==> config.mk <==
export PLATFORM = sky130hd
export DESIGN_NAME = ps2_kbd_rx
export DESIGN_NICKNAME = d
export VERILOG_FILES = /design/src/rtl/ps2_pkg.sv /design/src/rtl/ps2_evt_fifo.sv /design/src/rtl/ps2_kbd_rx.sv
export SDC_FILE = /design/constraint.sdc
export NUM_CORES = 1
export LEC_CHECK = 0
export ABC_AREA = 1
export BUFFER_PORTS_ARGS = -buffer_cell sky130_fd_sc_hd__buf_2
export CAP_MARGIN = 20
export CELL_PAD_IN_SITES_DETAIL_PLACEMENT = 1
export CELL_PAD_IN_SITES_GLOBAL_PLACEMENT = 2
export CORE_ASPECT_RATIO = 0.8
export CORE_MARGIN = 8
export CORE_UTILIZATION = 43
export CTS_CLUSTER_SIZE = 8
export DETAILED_ROUTE_END_ITERATION = 8
export GPL_ROUTABILITY_DRIVEN = 1
export MAX_ROUTING_LAYER = met4
export PLACE_DENSITY_LB_ADDON = 0.3
export REMOVE_ABC_BUFFERS = 1
export SYNTH_ARGS = -nofsm -noshare
export SYNTH_HDL_FRONTEND = slang
export SYNTH_SLANG_ARGS = --single-unit
==> constraint.sdc <==
create_clock -name clk_sys -period 5.8 [get_ports clk_sys]
set_clock_uncertainty 0.1 [all_clocks]
set_input_delay 0.87 -clock clk_sys [delete_from_list [all_inputs] [get_ports clk_sys]]
set_output_delay 0.87 -clock clk_sys [all_outputs]
set_load 0.005 [all_outputs]
==> src/rtl/ps2_pkg.sv <==
// Shared types and constants for the PS/2 keyboard receiver.
package ps2_pkg;

  typedef enum logic [1:0] {
    ST_IDLE   = 2'd0,
    ST_DATA   = 2'd1,
    ST_PARITY = 2'd2,
    ST_STOP   = 2'd3
  } ps2_rx_state_t;

  localparam logic [7:0] PS2_EXT_PREFIX = 8'hE0;
  localparam logic [7:0] PS2_REL_PREFIX = 8'hF0;

  typedef struct packed {
    logic       ext;
    logic       rel;
    logic [7:0] code;
  } ps2_key_evt_t;

endpackage

==> src/rtl/ps2_evt_fifo.sv <==
// Small synchronous FIFO of decoded key events with count-based full/empty.
// A push is judged against the occupancy before any same-cycle pop.
module ps2_evt_fifo
  import ps2_pkg::*;
#(
  parameter int FIFO_AW = 2
) (
  input  logic         clk_i,
  input  logic         rst_ni,
  input  logic         push_i,
  input  ps2_key_evt_t evt_i,
  input  logic         pop_i,
  output ps2_key_evt_t evt_o,
  output logic         valid_o,
  output logic         full_o
);

  localparam int DEPTH = 1 << FIFO_AW;

  ps2_key_evt_t       mem_q [DEPTH];
  logic [FIFO_AW-1:0] wr_q, wr_d;
  logic [FIFO_AW-1:0] rd_q, rd_d;
  logic [FIFO_AW:0]   cnt_q, cnt_d;
  logic               wr_en;
  logic               rd_en;

  assign valid_o = (cnt_q != '0);
  assign full_o  = (cnt_q == (FIFO_AW + 1)'(DEPTH));
  assign wr_en   = push_i & ~full_o;
  assign rd_en   = pop_i & valid_o;
  // Head is forced to zero when empty so outputs are clean out of reset.
  assign evt_o   = valid_o ? mem_q[rd_q] : '0;

  // Pointer and occupancy next-state.
  always_comb begin
    wr_d  = wr_q;
    rd_d  = rd_q;
    cnt_d = cnt_q;
    if (wr_en) wr_d = wr_q + 1'b1;
    if (rd_en) rd_d = rd_q + 1'b1;
    case ({wr_en, rd_en})
      2'b10:   cnt_d = cnt_q + 1'b1;
      2'b01:   cnt_d = cnt_q - 1'b1;
      default: cnt_d = cnt_q;
    endcase
  end

  // Storage array, written on accepted pushes only.
  always_ff @(posedge clk_i) begin
    if (wr_en) mem_q[wr_q] <= evt_i;
  end

  // Pointer and occupancy registers.
  always_ff @(posedge clk_i or negedge rst_ni) begin
    if (!rst_ni) begin
      wr_q  <= '0;
      rd_q  <= '0;
      cnt_q <= '0;
    end else begin
      wr_q  <= wr_d;
      rd_q  <= rd_d;
      cnt_q <= cnt_d;
    end
  end

endmodule

==> src/rtl/ps2_kbd_rx.sv <==
// PS/2 keyboard receiver: synchronizes the PS/2 pair, deserializes 11-bit
// frames, checks odd parity and stop bit, folds E0/F0 prefixes into flags
// and queues events for a valid/ready consumer.
// Optional partial-frame timeout: define PS2_KBD_RX_TIMEOUT_EN.
module ps2_kbd_rx
  import ps2_pkg::*;
#(
  parameter int FIFO_AW = 2,
  parameter int TIMEOUT = 20000
) (
  input  logic       clk_sys,
  input  logic       reset_n,
  input  logic       ps2_kbd_clk,
  input  logic       ps2_kbd_data,
  output logic       key_valid,
  output logic [7:0] key_code,
  output logic       key_ext,
  output logic       key_release,
  input  logic       key_ready,
  output logic       err_parity,
  output logic       err_frame,
  output logic       overflow
);

  logic          clk_s1_q, clk_s2_q, clk_prev_q;
  logic          dat_s1_q, dat_s2_q;
  logic          fall;

  ps2_rx_state_t state_q, state_d;
  logic [2:0]    bit_cnt_q, bit_cnt_d;
  logic [7:0]    shreg_q, shreg_d;
  logic          par_ok_q, par_ok_d;
  logic          ext_q, ext_d;
  logic          rel_q, rel_d;
  logic          perr_q, perr_d;
  logic          ferr_q, ferr_d;
  logic          ovf_q, ovf_d;
  logic          push;
  logic          tmo_hit;

  ps2_key_evt_t  push_evt;
  ps2_key_evt_t  head_evt;
  logic          fifo_full;

  assign fall = clk_prev_q & ~clk_s2_q;

  // Two-flop synchronizers plus previous-clock register for edge detection.
  always_ff @(posedge clk_sys or negedge reset_n) begin
    if (!reset_n) begin
      clk_s1_q   <= 1'b1;
      clk_s2_q   <= 1'b1;
      clk_prev_q <= 1'b1;
      dat_s1_q   <= 1'b1;
      dat_s2_q   <= 1'b1;
    end else begin
      clk_s1_q   <= ps2_kbd_clk;
      clk_s2_q   <= clk_s1_q;
      clk_prev_q <= clk_s2_q;
      dat_s1_q   <= ps2_kbd_data;
      dat_s2_q   <= dat_s1_q;
    end
  end

`ifdef PS2_KBD_RX_TIMEOUT_EN
  localparam int TW = (TIMEOUT < 2) ? 1 : $clog2(TIMEOUT + 1);
  logic [TW-1:0] tmo_q, tmo_d;

  assign tmo_hit = (state_q != ST_IDLE) && !fall && (tmo_q == TW'(TIMEOUT));

  // Idle-time counter: cleared by every edge, runs only mid-frame.
  always_comb begin
    tmo_d = tmo_q;
    if (fall || state_q == ST_IDLE || tmo_hit) tmo_d = '0;
    else                                      tmo_d = tmo_q + 1'b1;
  end

  // Timeout counter register.
  always_ff @(posedge clk_sys or negedge reset_n) begin
    if (!reset_n) tmo_q <= '0;
    else          tmo_q <= tmo_d;
  end
`else
  assign tmo_hit = 1'b0;
`endif

  // Frame state machine and prefix decode.
  always_comb begin
    state_d   = state_q;
    bit_cnt_d = bit_cnt_q;
    shreg_d   = shreg_q;
    par_ok_d  = par_ok_q;
    ext_d     = ext_q;
    rel_d     = rel_q;
    perr_d    = 1'b0;
    ferr_d    = 1'b0;
    push      = 1'b0;
    if (fall) begin
      case (state_q)
        ST_IDLE: begin
          if (!dat_s2_q) begin
            bit_cnt_d = '0;
            state_d   = ST_DATA;
          end
        end
        ST_DATA: begin
          shreg_d   = {dat_s2_q, shreg_q[7:1]};
          bit_cnt_d = bit_cnt_q + 1'b1;
          if (bit_cnt_q == 3'd7) state_d = ST_PARITY;
        end
        ST_PARITY: begin
          par_ok_d = (^shreg_q) ^ dat_s2_q;
          state_d  = ST_STOP;
        end
        ST_STOP: begin
          state_d = ST_IDLE;
          if (dat_s2_q && par_ok_q) begin
            if (shreg_q == PS2_EXT_PREFIX) begin
              ext_d = 1'b1;
            end else if (shreg_q == PS2_REL_PREFIX) begin
              rel_d = 1'b1;
            end else begin
              push  = 1'b1;
              ext_d = 1'b0;
              rel_d = 1'b0;
            end
          end else begin
            perr_d = ~par_ok_q;
            ferr_d = par_ok_q;
            ext_d  = 1'b0;
            rel_d  = 1'b0;
          end
        end
        default: state_d = ST_IDLE;
      endcase
    end else if (tmo_hit) begin
      state_d = ST_IDLE;
      ferr_d  = 1'b1;
      ext_d   = 1'b0;
      rel_d   = 1'b0;
    end
  end

  assign ovf_d    = push & fifo_full;
  assign push_evt = '{ext: ext_q, rel: rel_q, code: shreg_q};

  // Frame state, shift register, pending flags and one-cycle pulses.
  always_ff @(posedge clk_sys or negedge reset_n) begin
    if (!reset_n) begin
      state_q   <= ST_IDLE;
      bit_cnt_q <= '0;
      shreg_q   <= '0;
      par_ok_q  <= 1'b0;
      ext_q     <= 1'b0;
      rel_q     <= 1'b0;
      perr_q    <= 1'b0;
      ferr_q    <= 1'b0;
      ovf_q     <= 1'b0;
    end else begin
      state_q   <= state_d;
      bit_cnt_q <= bit_cnt_d;
      shreg_q   <= shreg_d;
      par_ok_q  <= par_ok_d;
      ext_q     <= ext_d;
      rel_q     <= rel_d;
      perr_q    <= perr_d;
      ferr_q    <= ferr_d;
      ovf_q     <= ovf_d;
    end
  end

  ps2_evt_fifo #(
    .FIFO_AW (FIFO_AW)
  ) u_fifo (
    .clk_i   (clk_sys),
    .rst_ni  (reset_n),
    .push_i  (push),
    .evt_i   (push_evt),
    .pop_i   (key_ready),
    .evt_o   (head_evt),
    .valid_o (key_valid),
    .full_o  (fifo_full)
  );

  assign key_code    = head_evt.code;
  assign key_ext     = head_evt.ext;
  assign key_release = head_evt.rel;
  assign err_parity  = perr_q;
  assign err_frame   = ferr_q;
  assign overflow    = ovf_q;

endmodule

# Word level (Yosys, flattened, before mapping)
# Memory sizes are Yosys's and may differ from the RTL's.
# Index checks and enable logic that the tools add are counted.
totals:
  output_inout_bits: 14
  latch_bits: 0
  wordCells: 82
  input_bits: 5
  mem_bits_rw: 40
  regBits: 31
  n_memories: 1
  mem_bits_ro: 0
memory_table:
  columns: ["memory", "words", "width", "read_ports", "rd_clocked_by_memory_dff", "wr", "line_no", "rtl"]
  rows:
  - ["u_fifo.mem_q", 4, 10, 1, 0, 1, "ps2_evt_fifo.sv:20", "ps2_key_evt_t mem_q [DEPTH];"]
op_classes:
  n_shift: 0
  eq_ne: 13
  mux: 26
  bitwise_logic: 8
  n_addsub: 5
  n_lt_le_gt_ge: 0
  mul: 0
  div: 0
  n_reduce_logical: 12
op_table:
  columns: ["cell", "n"]
  rows:
  - ["$mux 1", 19]
  - ["$eq 8x8->1 const B", 2]
  - ["$pmux 3 s2", 2]
  - ["$reduce_and 3->1", 4]
  - ["$mux 10", 1]
  - ["$pmux 2 s4", 1]
  - ["$reduce_xor 8->1", 1]
  - ["$add 3x1->3 const B", 2]
  - ["$eq 2x2->1 const B", 3]
  - ["$eq 3x3->1 const B", 2]
  - ["$ne 2x2->1 const B", 3]
  - ["$add 2x1->2 const B", 2]
  - ["$and 1x1->1", 4]
  - ["$eq 2x1->1 const B", 2]
  - ["$mux 2", 2]
  - ["$reduce_and 2->1", 2]
  - ["$reduce_bool 2->1", 2]
  - ["$mux 3", 1]
  - ["$ne 3x3->1 const B", 1]
  - ["$not 1->1", 3]
  - ["$reduce_bool 3->1", 1]
  - ["$sub 3x1->3 const B", 1]
  - ["$logic_not 2->1", 1]
  - ["$logic_and 1x1->1", 1]
  - ["$xor 1x1->1", 1]

# Depth between registers and ports, before layout
logic_depth:
  word_depth: 9
  mapped_depth: 12
  mapped_depth_nobuf: 12

# Modules after synthesis
# A second synthesis with hierarchy kept.
hier_totals:
  hier_cells: 342
  area_unflattened_um2: 3303.2
by_module_without_submodules:
  columns: ["module", "area_per_inst_um2", "seq_area_each_um2", "instances", "cells_each"]
  rows:
  - ["ps2_evt_fifo", 2129.5, 1376.3, 1, 214]
  - ["ps2_kbd_rx", 1173.6, 606.8, 1, 128]

# Worst setup path after synthesis
# Ideal clock, no wire load.
synth_path:
  path_type: "reg-to-reg"
  start: "register shreg_q[2]"
  end: "register u_fifo.cnt_q[2]"
  path_slack_ns: 3.558
  arrival_time_ns: 2.011
  synth_period_minus_slack_ns: 2.242
  stages_incl_launch_ff: 13
  setup_ns: 0.131
  required_time_ns: 5.569
  path_buffers: 0
  cell_sequence: "dfrtp_1 > inv_1 > ha_1 > nand3_1 > nor2_1 > nor2_4 > nand3_4 > ha_1 > inv_1 > fa_1 > a21oi_1 > o21ai_0 > xor2_1"
synth_via:
  elab_chain_len: 9
  word_cells_on_any_way: 12
  cone_classes: "4 x eq/ne; 6 x mux; 1 x bitwise; 1 x reduce/logical"
synth_rtl:
  columns: ["item", "line_no", "rtl"]
  rows:
  - ["from (decl)", "ps2_kbd_rx.sv:31", "logic [7:0] shreg_q, shreg_d;"]
  - ["from (signal assigned)", "ps2_kbd_rx.sv:161", "shreg_q <= shreg_d;"]
  - ["$eq 8x8->1", "ps2_kbd_rx.sv:119", "end else if (shreg_q == PS2_REL_PREFIX) begin"]
  - ["$mux 1", "ps2_kbd_rx.sv:119", null]
  - ["$mux 1 (*)", "ps2_kbd_rx.sv:117", "if (shreg_q == PS2_EXT_PREFIX) begin"]
  - ["$mux 1 (*)", "ps2_kbd_rx.sv:116", "if (dat_s2_q && par_ok_q) begin"]
  - ["$mux 1 (*)", "ps2_kbd_rx.sv:98", "case (state_q)"]
  - ["$mux 1 (*)", "ps2_kbd_rx.sv:97", "if (fall) begin"]
  - ["$and 1x1->1 (*)", "ps2_evt_fifo.sv:29", "assign wr_en = push_i & ~full_o;"]
  - ["$eq 2x1->1 / $eq 2x2->1 (equally long branches)", "ps2_evt_fifo.sv:41", "case ({wr_en, rd_en})"]
  - ["$pmux 3 s2 / $reduce_bool 2->1 (equally long branches)", null, null]
  - ["to (signal assigned)", "ps2_evt_fifo.sv:62", "cnt_q <= cnt_d;"]
  - ["to (decl)", "ps2_evt_fifo.sv:23", "logic [FIFO_AW:0] cnt_q, cnt_d;"]
# Mark *: on every way between the ends. The rest lies on a longest branch, timed or not.
# A chain may end at the register's enable or synchronous reset.

# Worst setup path after layout
layout_path:
  start: "register u_fifo.rd_q[0]"
  end: "output port key_code[5]"
layout_via:
  elab_chain_len: 2
layout_rtl:
  columns: ["item", "line_no", "rtl"]
  rows:
  - ["from (decl)", "ps2_evt_fifo.sv:22", "logic [FIFO_AW-1:0] rd_q, rd_d;"]
  - ["from (signal assigned)", "ps2_evt_fifo.sv:61", "rd_q <= rd_d;"]
  - ["$mem_v2 4x10", null, null]
  - ["$mux 10", "ps2_evt_fifo.sv:32", "assign evt_o = valid_o ? mem_q[rd_q] : '0;"]
  - ["to (decl)", "ps2_kbd_rx.sv:16", "output logic [7:0] key_code,"]
# No other way between the ends.

==> impl_metrics.ini <==
[floorplan]
core_area_sq_um = 6930
num_rows = 27
die_width_microns = 111
initial_core_util = 0.449
die_y_microns = 92.0
ios = 19
die_area_sq_um = 10200

[clock_tree]
cts_inserted_buffers = 9
cts_setup_buffers = 0
cts.reportedPaths.clkPinSlew_ps = 80
cts_buffer_depth = 2
cts_hold_buf = 0
htree_num_levels = 3
insertion_delay_ps = 340
cts_tree = done
clock_sinks = 71
cts_root_buf = clkbuf_8
cts_resized = 0

[global_routing]
grt.total_usage = 0.126
grt_pass1_wl_microns = 9920
antenna_found_initial = 0
grt_pass1_vias = 2019
gr-total-overflow = 0
grt_max_degree = 32

[synthesis]
synth_seq_area_share = 0.638
ys_ff_latch = 71
synth-edff-count = 40
yosysWarningCount = 0
synth_cell_types = 24
synthAdderAreaFrac = 0.0709
avgSynthCellArea_sq_um = 10.7
synth_compound_area_frac = 0.0781
async_reset_ff_frac = 0.437
synth_top_family_by_area = simple AND/OR/NAND/NOR gates
synthCells = 290
synth-simple-area-share = 0.153
synth_xor_xnor_area_share = 0.0113
muxShareOfSynthArea = 0
syn_area_sq_um = 3110
ys.flop_type = edfxtp_1

[placement]
hpwlAfterDp_microns = 4030
post-place-ws_ps = 3070
io_buffers = 18
gp_congestion = 0.755
place_area_sq_um = 3280

[pwr]
p_total_mw = 1.71
pwr-share-clk = 0.272
irDropWorstVdd_v = 0.000221
pwr_density_cell_nw_per_um2 = 485
power.leakage_nw = 1.52
comb_power_share = 0.296
switching_power_mw = 0.586
switching_share = 0.343
power.internal_mw = 1.12
power_frac_seq = 0.432

[detailed_routing]
drt_wl_total_microns = 5800
firstDrtPassIters = 4
wire_per_inst_microns = 14.3
num_vias = 1954
drt_iter0_drc = 61
vias_per_cell = 4.82
drc = 0
ant_nets = 0

[sta]
rsz0062_at_grt = no
slew-limit-headroom = 0.345
finalWorstSetupSlack_ps = 2700
maxSlewViolCount = 0
fmax_mhz = 322
period_minus_slack_ps = 3100
tightest_slew_ps = 979
finalCritPeriodShare = 0.535
setup_tns_ps = 0
setup_violations = 0
hold_viol_final = 0

[critical_path]
crit_path_start_kind = flip-flop
worst-path-buf-inv = 2
critPathCaptureType = primary output
r2r-end = u_fifo.cnt_q[2]$_DFFE_PN0P_
slowest_delay_ps = 780
worstReg2RegStart = shreg_q[3]$_DFFE_PN0P_
path_max_fanout = 22
reg2reg_depth = 12
cp_cell_sequence = inv_1 > o21ai_0 > a21oi_1 > buf_2
cp_slowest_cell = dfrtp_1
required_ps = 4830
critPathTopFamily = flip-flops
cp.arrival_ps = 2130
path_class = reg2out
r2r_slack_ps = 3260

[layout]
syn_to_final_growth_pct = 13.2
nFillCells = 763
finalInstanceArea_sq_um = 3520
finalNetCount = 335
n_antenna_cell = 0
layout-drive-gt1-share = 0.138

[worst_hold_path]
hold_path_end = dat_s2_q$_DFF_PN1_
hp-start = dat_s1_q$_DFF_PN1_
min_path_cells = 0
hold_path_class = reg2reg

[run]
drv_cap = 0

[run_status]
status = finished clean
-- cell usage in the layout (no fill, tap or decap), types with 3 or more instances in the layout --
master and instances:
a21oi_1 13, buf_2 18, bufinv_16 3, clkbuf_8 9, dfrtp_1 26, dfstp_2 5, edfxtp_1 40, ha_1 16
inv_1 31, nand2_1 40, nand3_1 7, nor2_1 54, nor2_4 3, o21ai_0 33
-- power by group through the flow --
| stage | combinational (mW) | sequential, mW | clock, mW |
|---|---|---|---|
| final | 0.505 | 0.738 | 0.465 |
| after global routing | 0.598 | 0.754 | 0.493 |
| after CTS | 0.519 | 0.738 | 0.480 |
| after detailed placement | 0.515 | 0.749 | 0 |
| after global placement | 0.500 | 0.744 | 0 |
| after floorplan | 0.362 | 0.710 | 0 |
-- registers in the layout, indices dropped and copies added, names as in the netlist, 2 cells and up --
register      count
bit_cnt_q         3
u_fifo.rd_q       2
state_q           2
u_fifo.cnt_q      3
shreg_q           8
u_fifo.mem_q     40
u_fifo.wr_q       2
-- cells in the mapped netlist (all sizes together) (2+ instances only) --
cell type | count | share of area
nand3 | 8 | 0.017
clkinv | 2 | 0.0024
ha | 16 | 0.064
nand4 | 2 | 0.0040
nand2 | 41 | 0.050
o21ai | 34 | 0.055
clkbuf | 3 | 0.0036
xnor2 | 2 | 0.0056
xor2 | 2 | 0.0056
dfstp | 5 | 0.042
dfrtp | 26 | 0.21
a21oi | 13 | 0.021
edfxtp | 40 | 0.39
nor2 | 59 | 0.080
buf | 3 | 0.0048
inv | 31 | 0.037
-- metal layers --
metal	global-route usage	wire (microns)
met4	0.0399	64
met2	0.205	2790
met1	0.144	2750
met5	-	0
met3	0.0417	197
-- worst max-delay path by stage --
stage,cells past startpoint,end,startpoint,slack (ps)
2_1_floorplan,12,u_fifo.cnt_q[2]$_DFFE_PN0P_,shreg_q[2]$_DFFE_PN0P_,3560
3_3_place_gp,4,key_code[5],u_fifo.rd_q[0]$_DFFE_PN0P_,3140
3_5_place_dp,4,key_code[5],u_fifo.rd_q[0]$_DFFE_PN0P_,3070
4_1_cts,4,key_code[5],u_fifo.rd_q[0]$_DFFE_PN0P_,2680
5_1_grt,4,key_code[5],u_fifo.rd_q[0]$_DFFE_PN0P_,2460
6_report,4,key_code[5],u_fifo.rd_q[0]$_DFFE_PN0P_,2700
-- layout make-up --
type | instances | area [sq um] | area share
Inverter | 33 | 124 | 0.0352
Sequential cell | 71 | 1980 | 0.564
Timing Repair Buffer | 18 | 90.1 | 0.0256
Clock buffer | 11 | 131 | 0.0374
Multi-Input combinational cell | 180 | 973 | 0.277
Clock inverter | 5 | 106 | 0.0302
Tap cell | 87 | 109 | 0.0309
-- cells by family after synthesis --
family | Yosys count
AOI/OAI and AO/OA | 48
xor gates and xnor gates | 4
and+or+nand+nor | 111
adders and majority gates | 17
DFF | 71
buffers and inverters | 39
-- worst reg2reg max path, stage by stage, from the launching register on --
cell and delay (ps):
dfrtp_1 460, inv_1 110, ha_1 140, nand3_1 120, nor2_1 240, nor2_4 80
nand3_4 130, ha_1 170, inv_1 70, fa_1 380, a21oi_1 150, o21ai_0 120
xor2_1 160
-- through the flow --
stage | util | instances | hold WS [ps]
after global routing | 0.508 | 405 | 261
after floorplan | - | 284 | 245
after detailed placement | 0.474 | 389 | 247
final | 0.508 | 405 | 256
after CTS | 0.508 | 405 | 257
after global placement | 0.474 | 389 | 246
Power figures use the tool's default switching activity.
